==> config.mk <==
export PLATFORM = sky130hd
export DESIGN_NAME = fetch_ctrl_flat
export DESIGN_NICKNAME = d
export VERILOG_FILES = /design/src/rtl/fetch_ctrl_if.sv /design/src/rtl/fetch_ctrl.sv /design/src/flat_wrapper.sv
export SDC_FILE = /design/constraint.sdc
export NUM_CORES = 1
export LEC_CHECK = 0
export BUFFER_PORTS_ARGS = -buffer_cell sky130_fd_sc_hd__buf_2
export CORE_UTILIZATION = 30
export CTS_CLUSTER_DIAMETER = 50
export DETAILED_ROUTE_END_ITERATION = 7
export MAX_ROUTING_LAYER = met4
export PLACE_DENSITY = 0.55
export RECOVER_POWER = 25
export SLEW_MARGIN = 40
export SYNTH_ARGS = -nofsm -noshare
export SYNTH_HDL_FRONTEND = slang
export SYNTH_SLANG_ARGS = --single-unit
export TNS_END_PERCENT = 10
==> constraint.sdc <==
create_clock -name clk -period 2.5 [get_ports clk]
set_input_delay 0.375 -clock clk [delete_from_list [all_inputs] [get_ports clk]]
set_output_delay 0.375 -clock clk [all_outputs]
set_load 0.01 [all_outputs]
==> src/rtl/fetch_ctrl_if.sv <==
// Fetch-controller port bundle: instruction bus, redirect/stall inputs from the
// pipeline and the F/D register outputs. The controller uses the master modport.
interface fetch_ctrl_if;
    logic        ibus_req;
    logic [63:0] ibus_addr;
    logic        ibus_data_ok;
    logic [31:0] ibus_data;
    logic        redirect_valid;
    logic [63:0] redirect_pc;
    logic        stall;
    logic        inst_valid;
    logic [31:0] inst;
    logic [63:0] inst_pc;
    logic        inst_fault;

    modport master (
        output ibus_req,
        output ibus_addr,
        output inst_valid,
        output inst,
        output inst_pc,
        output inst_fault,
        input  ibus_data_ok,
        input  ibus_data,
        input  redirect_valid,
        input  redirect_pc,
        input  stall
    );

    modport slave (
        input  ibus_req,
        input  ibus_addr,
        input  inst_valid,
        input  inst,
        input  inst_pc,
        input  inst_fault,
        output ibus_data_ok,
        output ibus_data,
        output redirect_valid,
        output redirect_pc,
        output stall
    );
endinterface

==> src/rtl/fetch_ctrl.sv <==
// Fetch-stage controller: owns the PC, issues one ibus request per PC and holds the
// fetched instruction for the F/D register. Optional FETCH_MISALIGN_CHK_EN adds a misaligned-PC fault path.
module fetch_ctrl #(
    parameter logic [63:0] RESET_PC = 64'h8000_0000
) (
    input  logic         clk,
    input  logic         reset,
    fetch_ctrl_if.master bus
);

    typedef enum logic [1:0] {
        ST_REQ   = 2'd0,
        ST_HOLD  = 2'd1,
        ST_DRAIN = 2'd2
    } state_t;

    state_t      r_state;
    state_t      w_state_next;
    logic [63:0] r_pc;
    logic [63:0] r_pend_pc;
    logic [63:0] r_inst_pc;
    logic [31:0] r_inst;
    logic [63:0] w_pc_next;
    logic [63:0] w_pend_pc_next;
    logic [31:0] w_inst_next;
    logic        w_capture;
    logic        w_misalign;
    logic        w_ibus_req;
    logic        w_inst_valid;

`ifdef FETCH_MISALIGN_CHK_EN
    localparam logic [31:0] NOP_INST = 32'h0000_0013;
    logic r_inst_fault;

    assign w_misalign  = (r_pc[1:0] != 2'b00);
    assign w_inst_next = w_misalign ? NOP_INST : bus.ibus_data;
`else
    assign w_misalign  = 1'b0;
    assign w_inst_next = bus.ibus_data;
`endif

    always_ff @(posedge clk or negedge reset) begin
        if (!reset) begin
            r_state <= ST_REQ;
        end else begin
            r_state <= w_state_next;
        end
    end

    // Redirect wins over everything; an outstanding request is never withdrawn,
    // so a redirect without a same-cycle response parks the target in pend_pc.
    always_comb begin
        w_state_next = r_state;
        case (r_state)
            ST_REQ: begin
                if (bus.redirect_valid) begin
                    w_state_next = (bus.ibus_data_ok || w_misalign) ? ST_REQ : ST_DRAIN;
                end else if (w_misalign || bus.ibus_data_ok) begin
                    w_state_next = ST_HOLD;
                end
            end
            ST_HOLD: begin
                if (bus.redirect_valid || !bus.stall) begin
                    w_state_next = ST_REQ;
                end
            end
            ST_DRAIN: begin
                if (bus.ibus_data_ok) begin
                    w_state_next = ST_REQ;
                end
            end
            default: w_state_next = ST_REQ;
        endcase
    end

    always_comb begin
        w_pc_next      = r_pc;
        w_pend_pc_next = r_pend_pc;
        w_capture      = 1'b0;
        case (r_state)
            ST_REQ: begin
                if (bus.redirect_valid) begin
                    if (bus.ibus_data_ok || w_misalign) begin
                        w_pc_next = bus.redirect_pc;
                    end else begin
                        w_pend_pc_next = bus.redirect_pc;
                    end
                end else if (w_misalign || bus.ibus_data_ok) begin
                    w_capture = 1'b1;
                end
            end
            ST_HOLD: begin
                if (bus.redirect_valid) begin
                    w_pc_next = bus.redirect_pc;
                end else if (!bus.stall) begin
                    w_pc_next = r_pc + 64'd4;
                end
            end
            ST_DRAIN: begin
                if (bus.ibus_data_ok) begin
                    w_pc_next = bus.redirect_valid ? bus.redirect_pc : r_pend_pc;
                end else if (bus.redirect_valid) begin
                    w_pend_pc_next = bus.redirect_pc;
                end
            end
            default: begin
                w_pc_next = r_pc;
            end
        endcase
    end

    always_ff @(posedge clk or negedge reset) begin
        if (!reset) begin
            r_pc      <= RESET_PC;
            r_pend_pc <= 64'd0;
            r_inst    <= 32'd0;
            r_inst_pc <= 64'd0;
        end else begin
            r_pc      <= w_pc_next;
            r_pend_pc <= w_pend_pc_next;
            if (w_capture) begin
                r_inst    <= w_inst_next;
                r_inst_pc <= r_pc;
            end
        end
    end

`ifdef FETCH_MISALIGN_CHK_EN
    always_ff @(posedge clk or negedge reset) begin
        if (!reset) begin
            r_inst_fault <= 1'b0;
        end else if (w_capture) begin
            r_inst_fault <= w_misalign;
        end else if (w_state_next != ST_HOLD) begin
            r_inst_fault <= 1'b0;
        end
    end

    assign bus.inst_fault = r_inst_fault;
`else
    assign bus.inst_fault = 1'b0;
`endif

    always_comb begin
        w_ibus_req   = 1'b0;
        w_inst_valid = 1'b0;
        case (r_state)
            ST_REQ:   w_ibus_req   = !w_misalign;
            ST_HOLD:  w_inst_valid = 1'b1;
            ST_DRAIN: w_ibus_req   = 1'b1;
            default: begin
                w_ibus_req   = 1'b0;
                w_inst_valid = 1'b0;
            end
        endcase
    end

    assign bus.ibus_req   = w_ibus_req;
    assign bus.ibus_addr  = r_pc;
    assign bus.inst_valid = w_inst_valid;
    assign bus.inst       = r_inst;
    assign bus.inst_pc    = r_inst_pc;

endmodule

==> src/flat_wrapper.sv <==
// flat-port wrapper written by rule: the top's interface ports become plain ports
module fetch_ctrl_flat 
#(
    parameter logic [63:0] RESET_PC = 64'h8000_0000
)
  (clk, reset, bus_ibus_req, bus_ibus_addr, bus_inst_valid, bus_inst, bus_inst_pc, bus_inst_fault, bus_ibus_data_ok, bus_ibus_data, bus_redirect_valid, bus_redirect_pc, bus_stall);
  fetch_ctrl_if bus_i ();
  input  logic clk;
  input  logic reset;
  output wire logic [$bits(bus_i.ibus_req)-1:0] bus_ibus_req;
  output wire logic [$bits(bus_i.ibus_addr)-1:0] bus_ibus_addr;
  output wire logic [$bits(bus_i.inst_valid)-1:0] bus_inst_valid;
  output wire logic [$bits(bus_i.inst)-1:0] bus_inst;
  output wire logic [$bits(bus_i.inst_pc)-1:0] bus_inst_pc;
  output wire logic [$bits(bus_i.inst_fault)-1:0] bus_inst_fault;
  input wire logic [$bits(bus_i.ibus_data_ok)-1:0] bus_ibus_data_ok;
  input wire logic [$bits(bus_i.ibus_data)-1:0] bus_ibus_data;
  input wire logic [$bits(bus_i.redirect_valid)-1:0] bus_redirect_valid;
  input wire logic [$bits(bus_i.redirect_pc)-1:0] bus_redirect_pc;
  input wire logic [$bits(bus_i.stall)-1:0] bus_stall;
  assign bus_ibus_req = bus_i.ibus_req;
  assign bus_ibus_addr = bus_i.ibus_addr;
  assign bus_inst_valid = bus_i.inst_valid;
  assign bus_inst = bus_i.inst;
  assign bus_inst_pc = bus_i.inst_pc;
  assign bus_inst_fault = bus_i.inst_fault;
  assign bus_i.ibus_data_ok = bus_ibus_data_ok;
  assign bus_i.ibus_data = bus_ibus_data;
  assign bus_i.redirect_valid = bus_redirect_valid;
  assign bus_i.redirect_pc = bus_redirect_pc;
  assign bus_i.stall = bus_stall;
  fetch_ctrl #(.RESET_PC(RESET_PC)) u_core (.clk(clk), .reset(reset), .bus(bus_i));
endmodule
Word-level counts from Yosys, hierarchy flattened

Cells that the tools add are included.

Input bits: 101
Output and inout port bits: 163
Register bits after elaboration: 226
Word-level logic and storage cells: 47

$add $sub $neg: 1
Equal/unequal tests: 10
Reduce and logical (&&, ||, !) cells: 9
Multiplexer cells: 22

Operators by type and width:

| cell                                                                    | number |
|---|---|
| 64-bit 2-to-1 mux                                                       | 9 |
| 64-bit one-hot mux with 3 select lines                                  | 1 |
| 64-bit one-hot mux with 2 select lines                                  | 1 |
| 64-bit by 3-bit adder with 64-bit output, second input constant         | 1 |
| 2-bit 2-to-1 mux                                                        | 5 |
| 2-bit inequality test, second input constant                            | 5 |
| 3-bit inequality test, second input constant                            | 2 |
| 2-bit one-hot mux with 3 select lines                                   | 1 |
| 1-bit 2-to-1 mux                                                        | 5 |
| 5-bit AND reduction                                                     | 1 |
| 4-bit AND reduction                                                     | 1 |
| 3-bit AND reduction                                                     | 1 |
| 3-bit nonzero test                                                      | 1 |
| 2-bit by 1-bit == test with 1-bit output, second input constant         | 1 |
| 2-bit == test, second input constant                                    | 1 |
| 2-bit zero test                                                         | 1 |
| 2-bit by 1-bit inequality test with 1-bit output, second input constant | 1 |
| 2-bit nonzero test                                                      | 1 |
| 2-bit OR reduction                                                      | 1 |
| 1-bit zero test                                                         | 1 |
| 1-bit logical OR                                                        | 1 |

Longest topological paths before layout

Gate-level depths: netlist (run 1).

Depth after elaboration: 4
Mapped depth: 11
Depth with buffers taken out: 8

Worst setup path after synthesis (run 1)

OpenSTA, ideal clock, no wires.

Path kind: register -> register
Start: register u_core.r_pc[23] (netlist: u_core.bus.ibus_addr[23])
End: register u_core.r_pc[51] (netlist: u_core.bus.ibus_addr[51])
Arrival time: 2.485 ns
Cell stages (with the launch flop): 9
Clock period less this slack: 2.549 ns
Setup slack: -0.049 ns
Buffers on the path: 2
Cell sequence: dfrtp_1 > buf_2 > nand4_1 > or4_4 > or4_1 > clkbuf_2 > or4_1 > a21oi_1 > a21o_1

Word-level cells in the longest chain between the ends: 4

RTL lines:

| element                                  | line              | text |
|---|---|---|
| from (decl)                              | fetch_ctrl.sv:19  | `logic [63:0] r_pc;` |
| from (signal assigned)                   | fetch_ctrl.sv:119 | `r_pc <= w_pc_next;` |
| 64-bit by 3-bit adder with 64-bit output | fetch_ctrl.sv:96  | `w_pc_next = r_pc + 64'd4;` |
| 64-bit 2-to-1 mux                        | fetch_ctrl.sv:95  | `end else if (!bus.stall) begin` |
| 64-bit 2-to-1 mux                        | fetch_ctrl.sv:93  | `if (bus.redirect_valid) begin` |
| 64-bit one-hot mux with 3 select lines   | fetch_ctrl.sv:80  | `case (r_state)` |

Every way passes these cells. The select of a mux whose other input is x is not followed.
A chain may end at the register's enable or synchronous reset.

Worst setup path in the final report (run 1)

Start: register u_core.r_pc[6] (netlist: u_core.bus.ibus_addr[6])
End: register u_core.r_pc[33] (netlist: u_core.bus.ibus_addr[33])

Same word-level chain as after synthesis.

==> flow_summary.toml, run 1 <==
[run_status]
outcome = "finished clean"

[die]
ios = 264
die_w_um = 197.5
coreArea_um2 = 37670
die_h_um = 197.5
start_util_pct = 30.43
fp.dieArea_um2 = 39000
num_rows = 71

[power]
total_power_mw = 18.57
p_clk_share_pct = 25.5
p_leak_nw = 6.702
power_frac_seq_pct = 34.4
comb_power_share_pct = 40.1
p_int_mw = 11.59
power_density_nw_per_um2 = 1222
peakVddDrop_mv = 0.5696
switching_power_mw = 6.983
swShare_pct = 37.60

[grt]
overflow = 0
grt_pass1_vias = 9852
antenna_found_initial = 11
grt_pass1_wl_mm = 59.23
grtUsageTotal_pct = 20.33
grt_max_degree = 75

[worst_setup_path]
path_max_fanout = 8
startpoint = "u_core.bus.ibus_addr[6]$_DFFE_PN0P_"
cpMaxStageDelayCell = "or4b_2"
cp_cell_sequence = "and4_1 > buf_4 > and2_1 > nand4bb_1 > buf_4 > nor2_1 > or4b_2 > and3_1"
r2r-end = "u_core.bus.ibus_addr[33]$_DFFE_PN0P_"
r2r_slack_ns = 0.09
crit_path_frequent_cell = "buf_4"
critPathKind = "reg -> reg"
slowest_delay_ns = 0.60
cp.arrival_ns = 2.82
startpoint_type = "flop"
reg2regPathDepth = 8
endpoint_kind = "flop"
worstPathRequired_ns = 2.91
r2r-start = "u_core.bus.ibus_addr[6]$_DFFE_PN0P_"

[cts]
clock_latency_ns = 0.53
clockRootBuffer = "clkbuf_16"
numCtsBuffers = 36
cts_tree = "done"
htree_levels = 2
cts.reportedPaths.clkPinSlew_ns = 0.06
cts.sinks = 226
clk_path_buf_depth = 3

[logic_synthesis]
synth_area_leaders = "dfrtp_1, mux2_2, o21ai_0"
synth_top_area_share_pct = 49.12
synthTopCellsByCount = "dfrtp_1, mux2_2, o21ai_0"
async_flop_share_pct = 100.0
synth_nets = 1201
synth_top_cell_by_area = "dfrtp_1"
synth_most_common_cell = "dfrtp_1"
netlist_instances = 1095
synthesis.area_per_instance_um2 = 10.47
ys_seq_area_share_pct = 49.35
synth_edf_count = 0
synth.cell_area_um2 = 11460
ys.warnings.count = 0
synth_seq_cells = 226
yosysUniqueCellTypes = 69
synth_ff_type = "dfrtp_1"

[timing]
fmax_mhz = 415.0
maxSlewViolCount = 0
hold_violations = 0
tns_ns = 0
setup_violations = 0
min_period_over_period_pct = 96.39
max_slew_margin_pct = 23.23
whs_ns = 0.08422
rsz0062_at_grt = "yes"
skew_ns = 0.01174
worst_slew_pin_slew_ns = 1.152
period_needed_ns = 2.410

[layout]
utilization_pct = 40.36
fin_nets = 1523
final_area_um2 = 15200
num-fill-cells = 3766
drive_gt1_share_pct = 41.61
syn2layout_area_growth_pct = 32.61

[detailed_routing]
routed_wl_mm = 38.81
drt_iter0_markers = 674
routedWlPerCell_um = 19.74
detailroute.via_count = 10300
drc = 0
drtAntennaViolNets = 0
firstDrtPassIters = 7
vias_per_cell = 5.241

[placement]
routabilityCongestion = 0.8521
placed_area_um2 = 14000
port-buffer-count = 262
dp_hpwl_mm = 27.52

[run]
drv_cap = 0

[hold_path]
hold_end = "u_core.bus.inst[17]$_DFFE_PN0P_"
hp-class = "in -> reg"
holdPathStages = 2
hold_start = "bus_ibus_data[17]"
==> cell type report <==
cell class              count  area, µm²  share of cell area (%)
flip-flops and latches    226       5658                   37.22
multi-input cells         770       5493                   36.13
repair buffers            368       2191                   14.41
clock buffers              44      972.2                   6.395
well taps                 511      639.4                   4.206
clock inverters            19      160.2                   1.053
inverters                  15      56.30                  0.3704
diodes                     13      32.53                  0.2140
==> metal layers <==
layer | share of wire (%) | track usage (%) | vias to the layer above
li1 | - | - | 4766
met1 | 45 | 27.04 | 5131
met2 | 46 | 30.49 | 349
met3 | 6.6 | 4.268 | 57
met4 | 2.4 | 7.178 | 0
met5 | 0 | - | -
==> repair_timing <==
item / 4_1_cts / 5_1_grt
pin swaps: 1 / 1
hold buffers: 1 / 0
gates resized for setup: 1 / 12
hold endpoints to repair: 67 / 0
setup endpoints to repair: 1 / 10
setup buffers: 0 / 0
==> sequential cells by signal (all words and copies together), names as in the netlist <==
signal and flops:
u_core.bus.ibus_addr 64, u_core.bus.inst 32, u_core.bus.inst_pc 64, u_core.r_pend_pc 64
u_core.r_state 2
==> placed cells by master, fill, tap and decap left out, types with 6 or more instances in the layout <==
cell type,synthesis,layout
o211ai_1,7,7
xnor2_1,14,14
nand3_1,19,19
a222oi_1,7,7
a221oi_1,21,21
buf_4,1,93
a21oi_1,37,37
a31oi_1,6,6
inv_1,15,15
a221o_1,14,14
clkbuf_16,0,37
a211oi_1,7,7
nor4_1,11,8
clkbuf_1,72,7
nand2b_1,8,8
nor2_1,75,74
o22ai_1,6,6
nand2_1,88,88
a22o_1,12,12
a22oi_1,16,16
nor3_1,22,22
diode_2,0,13
clkinv_2,0,6
and2_1,6,6
buf_12,0,7
and3_1,17,17
buf_2,1,261
mux2_2,154,154
nand4_1,24,24
o21ai_0,95,95
dfrtp_1,225,224
or4_1,10,8
and4_1,7,7
clkinvlp_4,0,6
==> power groups by stage <==
stage               combinational, mW  clock [mW]  sequential, mW
floorplan                        3.26           0            7.04
global placement                 7.36           0            6.36
detailed placement               7.43           0            6.43
CTS                              7.46        4.88            6.38
global route                     8.12        5.03            6.60
finish                           7.44        4.74            6.39
==> kinds of logic after synthesis <==
| family | count (synthesis) | share of synthesized area (%) |
|---|---|---|
| flops | 226 | 49.35 |
| compound gates | 280 | 16.61 |
| simple gates | 310 | 13.48 |
| xor+xnor | 17 | 1.299 |
| mux | 157 | 15.39 |
| buf+inv | 99 | 3.296 |
| fa+ha+maj | 5 | 0.5457 |
| other cells | 1 | 0.03271 |
==> worst max-delay path, delay by kind of cell, from the launching register on <==
kind | cells | cell delay (ns)
flip-flops | 1 | 0.41
buffers and inverters | 2 | 0.39
AND/OR/NAND/NOR | 6 | 1.49
==> per-stage QoR <==
step | setup WS [ns] | cells
detailed placement | -0.02041 | 1889
floorplan | 0.007106 | 1095
global placement | 0.05063 | 1889
global route | -0.01087 | 1964
CTS | 0.006186 | 1953
finish | 0.09019 | 1966
==> worst max path at each step <==
stage                                                 endpoint  cells after the start
final                     u_core.bus.ibus_addr[33]$_DFFE_PN0P_                      8
after global routing      u_core.bus.ibus_addr[60]$_DFFE_PN0P_                      6
after CTS                 u_core.bus.ibus_addr[58]$_DFFE_PN0P_                      7
after detailed placement  u_core.bus.ibus_addr[58]$_DFFE_PN0P_                      7
after global placement    u_core.bus.ibus_addr[51]$_DFFE_PN0P_                      6
after floorplan           u_core.bus.ibus_addr[51]$_DFFE_PN0P_                      8
Power figures use the tool's default switching activity.
==> run 2: changes to the inputs <==
Settings changed: REMOVE_ABC_BUFFERS set to 1.
==> run 2 against run 1 <==
Effect of this change: the flow now finishes with violations (max-capacitance violations, max-slew violations); count of clock-buffer cells in the layout is 7 higher; sequential power hardly changed; first-iteration DRC count is 8.9% higher; largest cell class unchanged; highest routed layer unchanged.
==> flow_summary.toml, run 2 (synthesized netlist as in run 1, its figures left out) <==
[timing]
period_needed_ns = 2.471
skew_ns = 0.02367
tns_ns = 0
setup_violations = 0
fmax_mhz = 404.7
worst_slew_pin_slew_ns = 1.758
rsz0062_at_grt = "yes"
max_slew_margin_pct = -17.22
maxSlewViolCount = 69
whs_ns = 0.05163
min_period_over_period_pct = 98.83
hold_violations = 0

[layout]
fin_nets = 1532
syn2layout_area_growth_pct = 35.43
final_cells = 1980
num-fill-cells = 3682
final_common_cell = "buf_2"
final_area_um2 = 15520
final_cell_mix = "buf_2, dfrtp_1, mux2_2, buf_4, o21ai_0"
drive_gt1_share_pct = 42.91

[worst_setup_path]
startpoint_type = "flop"
path_max_fanout = 5
cpMaxStageDelayCell = "or4_1"
endpoint_kind = "flop"
slowest_delay_ns = 0.49
r2r-start = "u_core.bus.ibus_addr[6]$_DFFE_PN0P_"
worstPathRequired_ns = 2.98
startpoint = "u_core.bus.ibus_addr[6]$_DFFE_PN0P_"
cp.arrival_ns = 2.95
critPathKind = "reg -> reg"
r2r-end = "u_core.bus.ibus_addr[38]$_DFFE_PN0P_"
crit_end = "u_core.bus.ibus_addr[38]$_DFFE_PN0P_"
reg2regPathDepth = 8
cp_cell_sequence = "and4_2 > nand3_1 > buf_4 > nor4_2 > buf_4 > nand3_1 > or4_1 > nand3_1"
r2r_slack_ns = 0.03
crit_path_frequent_cell = "nand3_1"

[die]
num_rows = 71
die_h_um = 197.5
fp.dieArea_um2 = 39000
die_w_um = 197.5
start_util_pct = 30.43
ios = 264
coreArea_um2 = 37670

[detailed_routing]
detailroute.via_count = 10580
drc = 0
routedWlPerCell_um = 20.21
drtAntennaViolNets = 0
vias_per_cell = 5.343
firstDrtPassIters = 5
routed_wl_mm = 40.02
drt_iter0_markers = 734

[cts]
clock_latency_ns = 0.56
cts.sinks = 226
clockRootBuffer = "clkbuf_16"
numCtsBuffers = 41
cts.reportedPaths.clkPinSlew_ns = 0.06
clk_path_buf_depth = 3
htree_levels = 2
cts_tree = "done"

[power]
peakVddDrop_mv = 0.5095
swShare_pct = 37.18
switching_power_mw = 7.222
power_density_nw_per_um2 = 1251
comb_power_share_pct = 38.1
p_int_mw = 12.20
p_leak_nw = 6.896
p_clk_share_pct = 28.9
power_frac_seq_pct = 33.0
total_power_mw = 19.43

[placement]
dp_hpwl_mm = 27.89
placed_area_um2 = 14020
routabilityCongestion = 0.8754
port-buffer-count = 262
dp.cells = 1892

[grt]
overflow = 0
grtUsageTotal_pct = 20.93
antenna_found_initial = 10
grt_pass1_vias = 10170
grt_max_degree = 73
grt_pass1_wl_mm = 60.48

[run_status]
violations = "max-capacitance violations, max-slew violations"
outcome = "finished, violations left"

[run]
drv_cap = 1

[hold_path]
hp-class = "in -> reg"
[run 2: cell count changes in the layout (fill, tap and decap cells not counted), sizes merged]
| cell | previous run | this run |
|---|---|---|
| diode | 13 | 10 |
| inv | 19 | 27 |
| clkinvlp | 6 | 3 |
| buf | 362 | 370 |
| clkbuf | 49 | 52 |
| bufinv | 1 | 2 |
[run 2: layout make-up]
class | count | area [µm²] | share of cell area (%)
diodes | 10 | 25.02 | 0.1612
inverters | 15 | 56.30 | 0.3627
clock inverters | 25 | 254.0 | 1.636
repair buffers | 372 | 2228 | 14.35
clock buffers | 51 | 1136 | 7.318
flip-flops and latches | 226 | 5657 | 36.44
well taps | 511 | 639.4 | 4.118
multi-input cells | 770 | 5529 | 35.61
[run 2: through the flow]
step	setup slack, ns	utilization [%]
after global placement	-0.01398	37.22
after global routing	-0.04698	41.22
after floorplan	-1.697	-
after detailed placement	-0.05188	37.22
final	0.02926	41.22
after CTS	0.002515	40.96
[run 2: worst min path at each step]
stage / from / endpoint / slack [ns] / depth (start not counted)
5_1_grt: bus_ibus_data[24] / u_core.bus.inst[24]$_DFFE_PN0P_ / 0.04 / 2
2_1_floorplan: reset / u_core.bus.ibus_addr[0]$_DFFE_PN0P_ / 0.08 / 0
3_5_place_dp: reset / u_core.bus.inst[16]$_DFFE_PN0P_ / 0.41 / 1
6_report: bus_ibus_data[6] / u_core.bus.inst[6]$_DFFE_PN0P_ / 0.05 / 2
3_3_place_gp: reset / u_core.bus.inst[28]$_DFFE_PN0P_ / 0.40 / 1
4_1_cts: bus_ibus_data[0] / u_core.bus.inst[0]$_DFFE_PN0P_ / 0.03 / 2
[run 2: worst max-delay path: cells and delay by family, from the launching register on]
| family | cells | cell delay, ns |
|---|---|---|
| DFF | 1 | 0.41 |
| buffers and inverters | 2 | 0.42 |
| and+or+nand+nor | 6 | 1.56 |
[run 2: metal layers]
metal,GRT usage (%),wire [µm],up-vias
met1,26.83,17740,5295
met4,7.034,949,0
met5,-,0,-
li1,-,-,4801
met2,32.56,18560,413
met3,4.610,2774,71
[run 2: power groups by stage]
stage                     logic, mW  registers (mW)  clock network (mW)
after global routing           8.06            6.65                5.95
after detailed placement       7.39            6.48                   0
final                          7.40            6.41                5.61
after CTS                      7.41            6.42                5.78
after global placement         7.28            6.41                   0
after floorplan                3.14            7.07                   0
[run 2: repair_timing]
item                                    in CTS  in global routing
pin swaps                                    0                  3
hold buffers                                 1                  0
setup buffers                                0                  1
gates resized for setup                      2                 20
hold endpoints to repair                    64                  0
endpoints found under the setup margin       2                 25
==> run 3: changes to the inputs <==
Settings changed: CORE_UTILIZATION 30 to 45, PLACE_DENSITY 0.55 to 0.75.
==> run 3 against run 2 <==
Effect of this change: the flow still finishes with violations (max-capacitance violations, max-slew violations); routed wire length decreased by 13%; global-route usage increased by 6.0 points; core utilization increased by 18 points; power decreased by 8.5%; clock power decreased by 25%; sequential cell count unchanged; sequential share of layout area increased by 1.9 points; clock skew decreased by 0.013 ns; via count decreased by 1.4%; sequential power increased by 0.9%; critical endpoint is now u_core.bus.ibus_addr[51]$_DFFE_PN0P_; largest cell class unchanged; largest power group unchanged; highest routed layer unchanged.
==> flow_summary.toml, run 3 (synthesized netlist as in run 1, its figures left out) <==
[run_status]
outcome = "finished, violations left"
violations = "max-capacitance violations, max-slew violations"

[power]
power_density_nw_per_um2 = 1204
p_leak_nw = 6.636
peakVddDrop_mv = 0.7854

[worst_setup_path]
cp.arrival_ns = 2.90
critPathKind = "reg -> reg"
startpoint_type = "flop"
cpMaxStageDelayCell = "or4_4"
path_max_fanout = 5
worstPathRequired_ns = 3.00
slowest_delay_ns = 0.58
crit_path_frequent_cell = "or4_4"
cp_cell_sequence = "nand3_2 > or4_4 > or4_4 > or4_1 > a21oi_1 > a21o_1"
endpoint_kind = "flop"

[placement]
routabilityCongestion = 0.8884
dp_hpwl_mm = 24.00
port-buffer-count = 262
placed_area_um2 = 13750

[cts]
cts_tree = "done"
htree_levels = 1
numCtsBuffers = 31
cts.sinks = 226
clockRootBuffer = "clkbuf_16"
cts.reportedPaths.clkPinSlew_ns = 0.06
clock_latency_ns = 0.56
clk_path_buf_depth = 3

[detailed_routing]
drtAntennaViolNets = 0
routedWlPerCell_um = 19.72
detailroute.via_count = 10430
drc = 0
routed_wl_mm = 34.74
drt_iter0_markers = 835
vias_per_cell = 5.919
firstDrtPassIters = 6

[grt]
use_met1_pct = 35.50
grt_pass1_vias = 10010
grtUsageTotal_pct = 26.92
grt_pass1_wl_mm = 53.96
antenna_found_initial = 3
grt_max_degree = 82
use_met3_pct = 4.135
grt_busiest_layer = "met2"
use_met2_pct = 43.10
overflow = 0

[die]
ios = 264
start_util_pct = 45.65
die_w_um = 161.6
die_h_um = 161.6
coreArea_um2 = 25110
num_rows = 58
fp.dieArea_um2 = 26120

[timing]
period_needed_ns = 2.400
worst_slew_pin_slew_ns = 1.910
hold_violations = 0
fmax_mhz = 416.6
whs_ns = 0.04663
maxSlewViolCount = 82
skew_ns = 0.01099
min_period_over_period_pct = 96.01
setup_violations = 0
max_slew_margin_pct = -27.35
rsz0062_at_grt = "yes"

[layout]
final_area_um2 = 14770
num-fill-cells = 2209
final_cell_mix = "buf_2, dfrtp_1, mux2_2, o21ai_0"
drive_gt1_share_pct = 41.01
seqCellArea_um2 = 5657
final_common_cell = "buf_2"
syn2layout_area_growth_pct = 28.80
multi_input_area_um2 = 5480
fin_nets = 1512

[hold_path]
hp-class = "in -> reg"

[run]
drv_cap = 1
==> run 3: cell types whose count changed in the layout (fill, tap and decap cells not counted), moves of 3 or more <==
cell,previous run,this run
inv_6,9,2
clkbuf_16,43,31
buf_4,100,87
clkinv_4,5,2
diode_2,10,3
==> run 3: where the power goes <==
group,switching (mW),internal (mW)
Combinational,3.80,3.30
Clock,1.69,2.51
Sequential,1.18,5.29
Total,6.67,11.1
==> run 3: timing repair <==
item | CTS | global route
buffers inserted | 0 | 0
resized for setup | 0 | 10
hold endpoints to repair | 73 | 0
setup endpoints to repair | 0 | 19
hold buffers | 1 | 0
==> run 3: area by class of cell <==
class	instances	share of cell area (%)
flip-flops and latches	226	38.31
multi-input cells	770	37.12
clock inverters	15	0.8898
inverters	15	0.3813
repair buffers	362	14.68
clock buffers	41	5.779
diodes	3	0.05084
well taps	330	2.796
==> run 3: routing by layer <==
metal / wire [µm] / vias to the layer above
li1: - / 4723
met1: 14710 / 5135
met2: 16280 / 519
met3: 3054 / 53
met4: 696 / 0
met5: 0 / -
==> run 3: worst paths after layout <==
path / depth (start not counted) / from / to / slack, ns
max in group asynchronous: 3 / reset / u_core.bus.inst[27]$_DFFE_PN0P_ / 0.36
worst min-delay path: 2 / bus_ibus_data[20] / u_core.bus.inst[20]$_DFFE_PN0P_ / 0.05
worst min register to register: 2 / u_core.bus.inst_pc[46]$_DFFE_PN0P_ / u_core.bus.inst_pc[46]$_DFFE_PN0P_ / 0.47
worst max register to register: 6 / u_core.bus.ibus_addr[20]$_DFFE_PN0P_ / u_core.bus.ibus_addr[51]$_DFFE_PN0P_ / 0.1
min in group asynchronous: 2 / reset / u_core.bus.inst_pc[0]$_DFFE_PN0P_ / 0.88
worst max-delay path: 6 / u_core.bus.ibus_addr[20]$_DFFE_PN0P_ / u_core.bus.ibus_addr[51]$_DFFE_PN0P_ / 0.1
==> run 3: per-stage QoR <==
stage	utilization (%)	cells	TNS, ns	total power [mW]	setup slack, ns
2_1_floorplan	-	1011	-302.99	10.21	-1.697
3_3_place_gp	54.77	1702	-0.005258	13.34	-0.005258
3_5_place_dp	54.77	1702	0	13.58	0.01980
4_1_cts	58.73	1759	0	17.83	0.006199
5_1_grt	58.81	1762	-0.03554	18.83	-0.01708
6_report	58.81	1762	0	17.77	0.09976
==> run 3: critical path: cells and delay by family, from the launching register on <==
family           cells  cell delay, ns
AND/OR/NAND/NOR      4            1.73
flip-flops           1            0.36
AO/OA/AOI/OAI        2            0.24
